==> src/rtl/emperor_axi_lite_pkg.sv <==
// Shared types and widths for the AXI4-Lite to register-bus bridge.
package emperor_axi_lite_pkg;

  localparam int unsigned AxiAddrW = 32;
  localparam int unsigned AxiDataW = 32;
  localparam int unsigned AxiStrbW = AxiDataW / 8;

  typedef enum logic [1:0] {
    RespOkay   = 2'b00,
    RespSlvErr = 2'b10,
    RespDecErr = 2'b11
  } resp_e;

  typedef enum logic [2:0] {
    StIdle,
    StWrReq,
    StRdReq,
    StWrResp,
    StRdResp
  } bridge_state_e;

endpackage

==> src/rtl/emperor_axi_lite_hold_reg.sv <==
// One-entry valid/ready holding register. ready_o comes straight from a flop,
// so there is no combinational valid->ready path; it is low during reset.
module emperor_axi_lite_hold_reg #(
  parameter int unsigned W = 32
) (
  input  logic         clk_i,
  input  logic         rst_ni,
  input  logic [W-1:0] data_i,
  input  logic         valid_i,
  output logic         ready_o,
  input  logic         pop_i,
  output logic         full_o,
  output logic [W-1:0] data_o
);

  logic         full_d, full_q;
  logic         ready_q;
  logic [W-1:0] data_d, data_q;

  // Capture on handshake, release on pop (the two never coincide: capture needs empty).
  always_comb begin
    full_d = full_q;
    data_d = data_q;
    if (valid_i && ready_q) begin
      full_d = 1'b1;
      data_d = data_i;
    end else if (pop_i) begin
      full_d = 1'b0;
    end
  end

  // Entry state; ready tracks the next-cycle emptiness so it re-asserts the cycle after a pop.
  always_ff @(posedge clk_i or negedge rst_ni) begin
    if (!rst_ni) begin
      full_q  <= 1'b0;
      ready_q <= 1'b0;
      data_q  <= '0;
    end else begin
      full_q  <= full_d;
      ready_q <= !full_d;
      data_q  <= data_d;
    end
  end

  assign ready_o = ready_q;
  assign full_o  = full_q;
  assign data_o  = data_q;

endmodule

==> src/rtl/emperor_axi_lite_reg_bridge.sv <==
// AXI4-Lite slave that turns each access into one req/ack register-bus transfer.
// Handles window decode, read/write round-robin, request timeout and AXI responses.
module emperor_axi_lite_reg_bridge
  import emperor_axi_lite_pkg::*;
#(
  parameter int unsigned ADDR_W    = 12,
  parameter logic [31:0] BASE_ADDR = 32'h4000_0000,
  parameter int unsigned TIMEOUT   = 255
) (
  input  logic              aclk,
  input  logic              arst_n,
  input  logic [31:0]       S_AXI_awaddr,
  input  logic [2:0]        S_AXI_awprot,
  input  logic              S_AXI_awvalid,
  output logic              S_AXI_awready,
  input  logic [31:0]       S_AXI_wdata,
  input  logic [3:0]        S_AXI_wstrb,
  input  logic              S_AXI_wvalid,
  output logic              S_AXI_wready,
  output logic [1:0]        S_AXI_bresp,
  output logic              S_AXI_bvalid,
  input  logic              S_AXI_bready,
  input  logic [31:0]       S_AXI_araddr,
  input  logic [2:0]        S_AXI_arprot,
  input  logic              S_AXI_arvalid,
  output logic              S_AXI_arready,
  output logic [31:0]       S_AXI_rdata,
  output logic [1:0]        S_AXI_rresp,
  output logic              S_AXI_rvalid,
  input  logic              S_AXI_rready,
  output logic              reg_req,
  output logic              reg_we,
  output logic [ADDR_W-1:0] reg_addr,
  output logic [31:0]       reg_wdata,
  output logic [3:0]        reg_wstrb,
  input  logic              reg_ack,
  input  logic [31:0]       reg_rdata,
  input  logic              reg_err
);

  localparam int unsigned CntW = ($clog2(TIMEOUT + 1) > 8) ? $clog2(TIMEOUT + 1) : 8;
  // reg_req stays high for exactly TIMEOUT cycles when no ack arrives.
  localparam logic [CntW-1:0] TmoLast = CntW'(TIMEOUT - 1);

  logic                         aw_full, w_full, ar_full;
  logic [AxiAddrW-1:0]          aw_addr, ar_addr;
  logic [AxiStrbW+AxiDataW-1:0] w_bits;
  logic                         grant_wr, grant_rd;
  logic                         wr_hit, rd_hit, tmo;

  bridge_state_e   state_q;
  logic            wr_first_q;
  logic [CntW-1:0] cnt_q;
  logic            reg_req_q, reg_we_q;
  logic [ADDR_W-1:0] reg_addr_q;
  logic [31:0]     reg_wdata_q;
  logic [3:0]      reg_wstrb_q;
  logic            bvalid_q, rvalid_q;
  resp_e           bresp_q, rresp_q;
  logic [31:0]     rdata_q;

  logic unused_bits;
  assign unused_bits = ^{S_AXI_awprot, S_AXI_arprot, aw_addr[1:0], ar_addr[1:0]};

  emperor_axi_lite_hold_reg #(.W(AxiAddrW)) u_aw_hold (
    .clk_i  (aclk),
    .rst_ni (arst_n),
    .data_i (S_AXI_awaddr),
    .valid_i(S_AXI_awvalid),
    .ready_o(S_AXI_awready),
    .pop_i  (grant_wr),
    .full_o (aw_full),
    .data_o (aw_addr)
  );

  emperor_axi_lite_hold_reg #(.W(AxiStrbW + AxiDataW)) u_w_hold (
    .clk_i  (aclk),
    .rst_ni (arst_n),
    .data_i ({S_AXI_wstrb, S_AXI_wdata}),
    .valid_i(S_AXI_wvalid),
    .ready_o(S_AXI_wready),
    .pop_i  (grant_wr),
    .full_o (w_full),
    .data_o (w_bits)
  );

  emperor_axi_lite_hold_reg #(.W(AxiAddrW)) u_ar_hold (
    .clk_i  (aclk),
    .rst_ni (arst_n),
    .data_i (S_AXI_araddr),
    .valid_i(S_AXI_arvalid),
    .ready_o(S_AXI_arready),
    .pop_i  (grant_rd),
    .full_o (ar_full),
    .data_o (ar_addr)
  );

  assign wr_hit = (aw_addr[AxiAddrW-1:ADDR_W] == BASE_ADDR[AxiAddrW-1:ADDR_W]);
  assign rd_hit = (ar_addr[AxiAddrW-1:ADDR_W] == BASE_ADDR[AxiAddrW-1:ADDR_W]);
  assign tmo    = (TIMEOUT != 0) && (cnt_q == TmoLast);

  // Grant selection in IDLE; the pointer only breaks ties between a pending write and read.
  always_comb begin
    grant_wr = 1'b0;
    grant_rd = 1'b0;
    if (state_q == StIdle) begin
      if (aw_full && w_full && ar_full) begin
        grant_wr = wr_first_q;
        grant_rd = !wr_first_q;
      end else begin
        grant_wr = aw_full && w_full;
        grant_rd = ar_full;
      end
    end
  end

  // Bridge FSM with registered register-bus and AXI response outputs.
  always_ff @(posedge aclk or negedge arst_n) begin
    if (!arst_n) begin
      state_q     <= StIdle;
      wr_first_q  <= 1'b1;
      cnt_q       <= '0;
      reg_req_q   <= 1'b0;
      reg_we_q    <= 1'b0;
      reg_addr_q  <= '0;
      reg_wdata_q <= '0;
      reg_wstrb_q <= '0;
      bvalid_q    <= 1'b0;
      bresp_q     <= RespOkay;
      rvalid_q    <= 1'b0;
      rresp_q     <= RespOkay;
      rdata_q     <= '0;
    end else begin
      // Pointer flips only on contested grants so the loser wins the next tie.
      if (grant_wr && ar_full) begin
        wr_first_q <= 1'b0;
      end else if (grant_rd && aw_full && w_full) begin
        wr_first_q <= 1'b1;
      end
      unique case (state_q)
        StIdle: begin
          if (grant_wr) begin
            if (wr_hit) begin
              state_q     <= StWrReq;
              reg_req_q   <= 1'b1;
              reg_we_q    <= 1'b1;
              reg_addr_q  <= {aw_addr[ADDR_W-1:2], 2'b00};
              reg_wdata_q <= w_bits[AxiDataW-1:0];
              reg_wstrb_q <= w_bits[AxiStrbW+AxiDataW-1:AxiDataW];
              cnt_q       <= '0;
            end else begin
              state_q  <= StWrResp;
              bvalid_q <= 1'b1;
              bresp_q  <= RespDecErr;
            end
          end else if (grant_rd) begin
            if (rd_hit) begin
              state_q    <= StRdReq;
              reg_req_q  <= 1'b1;
              reg_we_q   <= 1'b0;
              reg_addr_q <= {ar_addr[ADDR_W-1:2], 2'b00};
              cnt_q      <= '0;
            end else begin
              state_q  <= StRdResp;
              rvalid_q <= 1'b1;
              rresp_q  <= RespDecErr;
              rdata_q  <= '0;
            end
          end
        end
        StWrReq: begin
          // An ack in the final timeout cycle still wins.
          if (reg_ack || tmo) begin
            state_q   <= StWrResp;
            reg_req_q <= 1'b0;
            reg_we_q  <= 1'b0;
            bvalid_q  <= 1'b1;
            bresp_q   <= (reg_ack && !reg_err) ? RespOkay : RespSlvErr;
          end else if (cnt_q != '1) begin
            cnt_q <= cnt_q + 1'b1;
          end
        end
        StRdReq: begin
          if (reg_ack || tmo) begin
            state_q   <= StRdResp;
            reg_req_q <= 1'b0;
            rvalid_q  <= 1'b1;
            rresp_q   <= (reg_ack && !reg_err) ? RespOkay : RespSlvErr;
            rdata_q   <= reg_ack ? reg_rdata : '0;
          end else if (cnt_q != '1) begin
            cnt_q <= cnt_q + 1'b1;
          end
        end
        StWrResp: begin
          if (S_AXI_bready) begin
            state_q  <= StIdle;
            bvalid_q <= 1'b0;
          end
        end
        StRdResp: begin
          if (S_AXI_rready) begin
            state_q  <= StIdle;
            rvalid_q <= 1'b0;
          end
        end
        default: state_q <= StIdle;
      endcase
    end
  end

  assign reg_req      = reg_req_q;
  assign reg_we       = reg_we_q;
  assign reg_addr     = reg_addr_q;
  assign reg_wdata    = reg_wdata_q;
  assign reg_wstrb    = reg_wstrb_q;
  assign S_AXI_bvalid = bvalid_q;
  assign S_AXI_bresp  = bresp_q;
  assign S_AXI_rvalid = rvalid_q;
  assign S_AXI_rresp  = rresp_q;
  assign S_AXI_rdata  = rdata_q;

endmodule

==> config.mk <==
export PLATFORM = sky130hd
export DESIGN_NAME = emperor_axi_lite_reg_bridge
export DESIGN_NICKNAME = d
export VERILOG_FILES = /design/src/rtl/emperor_axi_lite_pkg.sv /design/src/rtl/emperor_axi_lite_hold_reg.sv /design/src/rtl/emperor_axi_lite_reg_bridge.sv
export SDC_FILE = /design/constraint.sdc
export NUM_CORES = 1
export LEC_CHECK = 0
export ABC_CLOCK_PERIOD_IN_PS = 3800
export CAP_MARGIN = 15
export CORE_MARGIN = 4
export CORE_UTILIZATION = 50
export DETAILED_ROUTE_END_ITERATION = 8
export GPL_ROUTABILITY_DRIVEN = 0
export HOLD_SLACK_MARGIN = 0.06
export PLACE_DENSITY = 0.84
export REMOVE_ABC_BUFFERS = 1
export SLEW_MARGIN = 25
export SYNTH_ARGS = -nofsm -noshare
export SYNTH_HDL_FRONTEND = slang
export SYNTH_SLANG_ARGS = --single-unit
==> constraint.sdc <==
create_clock -name aclk -period 3.8 [get_ports aclk]
set_clock_uncertainty 0.05 [all_clocks]
set_input_delay 0.57 -clock aclk [delete_from_list [all_inputs] [get_ports aclk]]
set_output_delay 0.57 -clock aclk [all_outputs]
set_load 0.01 [all_outputs]
==> metrics.txt <==
Int Pwr=between 0.005 and 0.006 W; Finished Cell Area=0.0111 mm2; clock power share=0.253; Buf/Inv on CP=1; CP peak stage delay=roughly 580 ps; Root Buffer=clkbuf_16; HPWL Detailed=13,700 um; Initial Utilization=0.511; Filler cells=~1,100; DRT Pass-1 Iters=5; Avg Cell Area, Syn=14.1 um2; sw power=0.00219 W; Flop pwr share=0.453; synthesized area=~0.008 mm2; CTS resizes=0; worst hold path class=in2async; WL final=between 15,000 and 20,000 um; CTS Buf Count=17; Gate power share=0.294; DR vias=5,585; outcome=completed; Fin. Hold Viols=0; Post-DP Area=about 0.011 mm2; most frequent cells in the layout=clkdlybuf4s50_1 (224), dfrtp_1 (199), mux2_2 (132), nand2_1 (55), a22o_1 (32); Post-synth EDFFs=0; power density over cell area=657 mW/mm2; hold_buf cts=0; ys async rst share=1.00; Post-Synthesis Cells=577; first-pass GRT wire length=around 31,000 um; CP max FO=36; final net count=948; Total GRT Usage=0.219; share of cells above drive strength 1=0.236; DRC viols=0; CP max-delay cell=dfrtp_1; die area=0.0183 mm2; sequential share of the synthesized area=0.617; post-route ant nets=0; period utilisation layout=0.672; max cap viols=0; LEAKAGE=5.01 nW; CP top delay family=simple AND/OR/NAND/NOR gates; total negative setup slack=0 ps; gr ovfl total=0; initial antenna violation count=0; yosys warns=0; vias in the first global route=approximately 6,100; final-report setup violation count=0; worst vdd ir=0.339 mV; Peak Freq=slightly below 400 MHz; CP startpoint kind=flip-flop; worst relative slew slack=0.514; min cycle time layout=2550 ps; layout overhead on the synthesized area=37.3%; # rows=46; H-tree Lvls=4; Switching Fraction=0.300; Reg clk slew, reported paths=70 ps; Critical Path AT=2810 ps; overall power=0.00732 W; post-CTS setup buffers=0; Setup crit end kind=flip-flop; largest net degree at the start of global routing=93; Pins Over Slew Limit=0; CP cell instances=nor3_2 > nand3_1 > nor2_4 > buf_4 > mux2_2; Critical Path RT=4060 ps; Tightest Pin Transition=730 ps; Yosys cell types=56; n_diodes=0; routed len/inst=between 15 and 20 um; num ports=238; Synth Flop Type=dfrtp_1; vias per cell=5.44; TritonCTS clock tree=done; RSZ-0062 raised after global routing=no; Die Y=135 um; Yosys reg bits=200; # port buffers=roughly 230; DIE WIDTH=~140 um; clk_lat worst skew=430 ps; CTS sink count=200; Initial DRC Count=about 450; clk buf depth=2; core region area=0.0159 mm2; CP Class=reg2reg; most common cell after layout, fill and taps aside=clkdlybuf4s50_1
power groups by stage:
stage	logic [W]	registers, W	clock network [W]
final	0.00215	0.00331	0.00185
after CTS	0.00218	0.00330	0.00190
after detailed placement	0.00215	0.00333	0
after global placement	0.00204	0.00326	0
after floorplan	0.00131	0.00326	0
after global routing	0.00236	0.00339	0.00198
worst paths after layout:
path                                              endpoint  cells past startpoint                   start  slack (ps)
setup / recovery                 reg_wdata[15]$_DFFE_PN0P_                      5  state_q[0]$_DFFE_PN0P_        1250
hold / removal             u_aw_hold.data_o[2]$_DFFE_PN0P_                      1                  arst_n         160
setup reg to reg                 reg_wdata[15]$_DFFE_PN0P_                      5  state_q[0]$_DFFE_PN0P_        1250
hold reg to reg                        reg_req$_DFFE_PN0P_                      1     reg_req$_DFFE_PN0P_         440
max in group asynchronous      S_AXI_rdata[20]$_DFFE_PN0P_                      2                  arst_n        2640
min in group aclk                      reg_req$_DFFE_PN0P_                      1     reg_req$_DFFE_PN0P_         440
metrics by stage:
| step | worst slack, ps | util | std cells | hold WS (ps) |
|---|---|---|---|---|
| 2_1_floorplan | 1510 | - | 547 | 224 |
| 3_3_place_gp | 1380 | 0.663 | 996 | 415 |
| 3_5_place_dp | 1320 | 0.663 | 996 | 423 |
| 4_1_cts | 1260 | 0.701 | 1027 | 172 |
| 5_1_grt | 1080 | 0.701 | 1027 | 212 |
| 6_report | 1250 | 0.701 | 1027 | 156 |
state kept, by name, indices dropped and copies added (netlist names), 3 cells and up:
register / count
u_aw_hold.data_o: 30
state_q: 3
u_w_hold.data_o: 36
reg_addr: 10
u_ar_hold.data_o: 30
S_AXI_rdata: 32
cnt_q: 8
reg_wstrb: 4
reg_wdata: 32
routing by layer:
layer / track usage / wire length [um]
met5: 0 / 0
met4: 0.105 / 808
met3: 0.0695 / 1320
met2: 0.366 / 9850
met1: 0.257 / 7360
synth_stat cells (2+ instances only):
library cell | count | area (um2)
o21ai_2 | 3 | 26.3
nand2b_1 | 4 | 25.0
o21ai_0 | 7 | 35.0
a31oi_1 | 2 | 12.5
clkbuf_1 | 15 | 56.3
buf_4 | 2 | 15.0
nor2_1 | 5 | 18.8
a21o_1 | 6 | 45.0
buf_6 | 6 | 67.6
dfrtp_1 | 199 | 4980
o211ai_1 | 2 | 15.0
nand3_1 | 10 | 50.1
mux2_2 | 132 | 1490
ha_1 | 2 | 25.0
a21oi_1 | 5 | 25.0
o211a_1 | 3 | 30.0
a211o_1 | 5 | 43.8
and2_1 | 5 | 31.3
nor3_2 | 2 | 20.0
a22o_1 | 32 | 280
or4_1 | 2 | 15.0
nor4_1 | 9 | 56.3
buf_2 | 2 | 10.0
mux2_4 | 9 | 135
buf_1 | 5 | 18.8
o41ai_1 | 2 | 17.5
nand2_1 | 55 | 206
nor3_1 | 5 | 25.0
a311oi_1 | 2 | 17.5
and3_1 | 5 | 31.3
nand4_1 | 3 | 18.8
inv_1 | 6 | 22.5
nor4b_1 | 2 | 17.5
kinds of logic after synthesis:
kind of cell	Yosys count	synth area share
XOR/XNOR	2	0.00216
adder cells (fa/ha/maj)	2	0.00308
other	1	0.000462
AND/OR/NAND/NOR	113	0.0699
multiplexers	142	0.201
buffers and inverters	37	0.0259
flip-flops	200	0.617
AO/OA/AOI/OAI	80	0.0799
cell type report:
class                           count  area, um2  share of cell area
Clock inverter                     10        143              0.0128
Timing Repair Buffer              233       2330               0.209
Multi-Input combinational cell    341       2900               0.260
Sequential cell                   200       5010               0.449
Clock buffer                       21        470              0.0422
Inverter                            6       22.5             0.00202
Tap cell                          216        270              0.0243
Note: power is estimated with default switching activity, not from simulation.
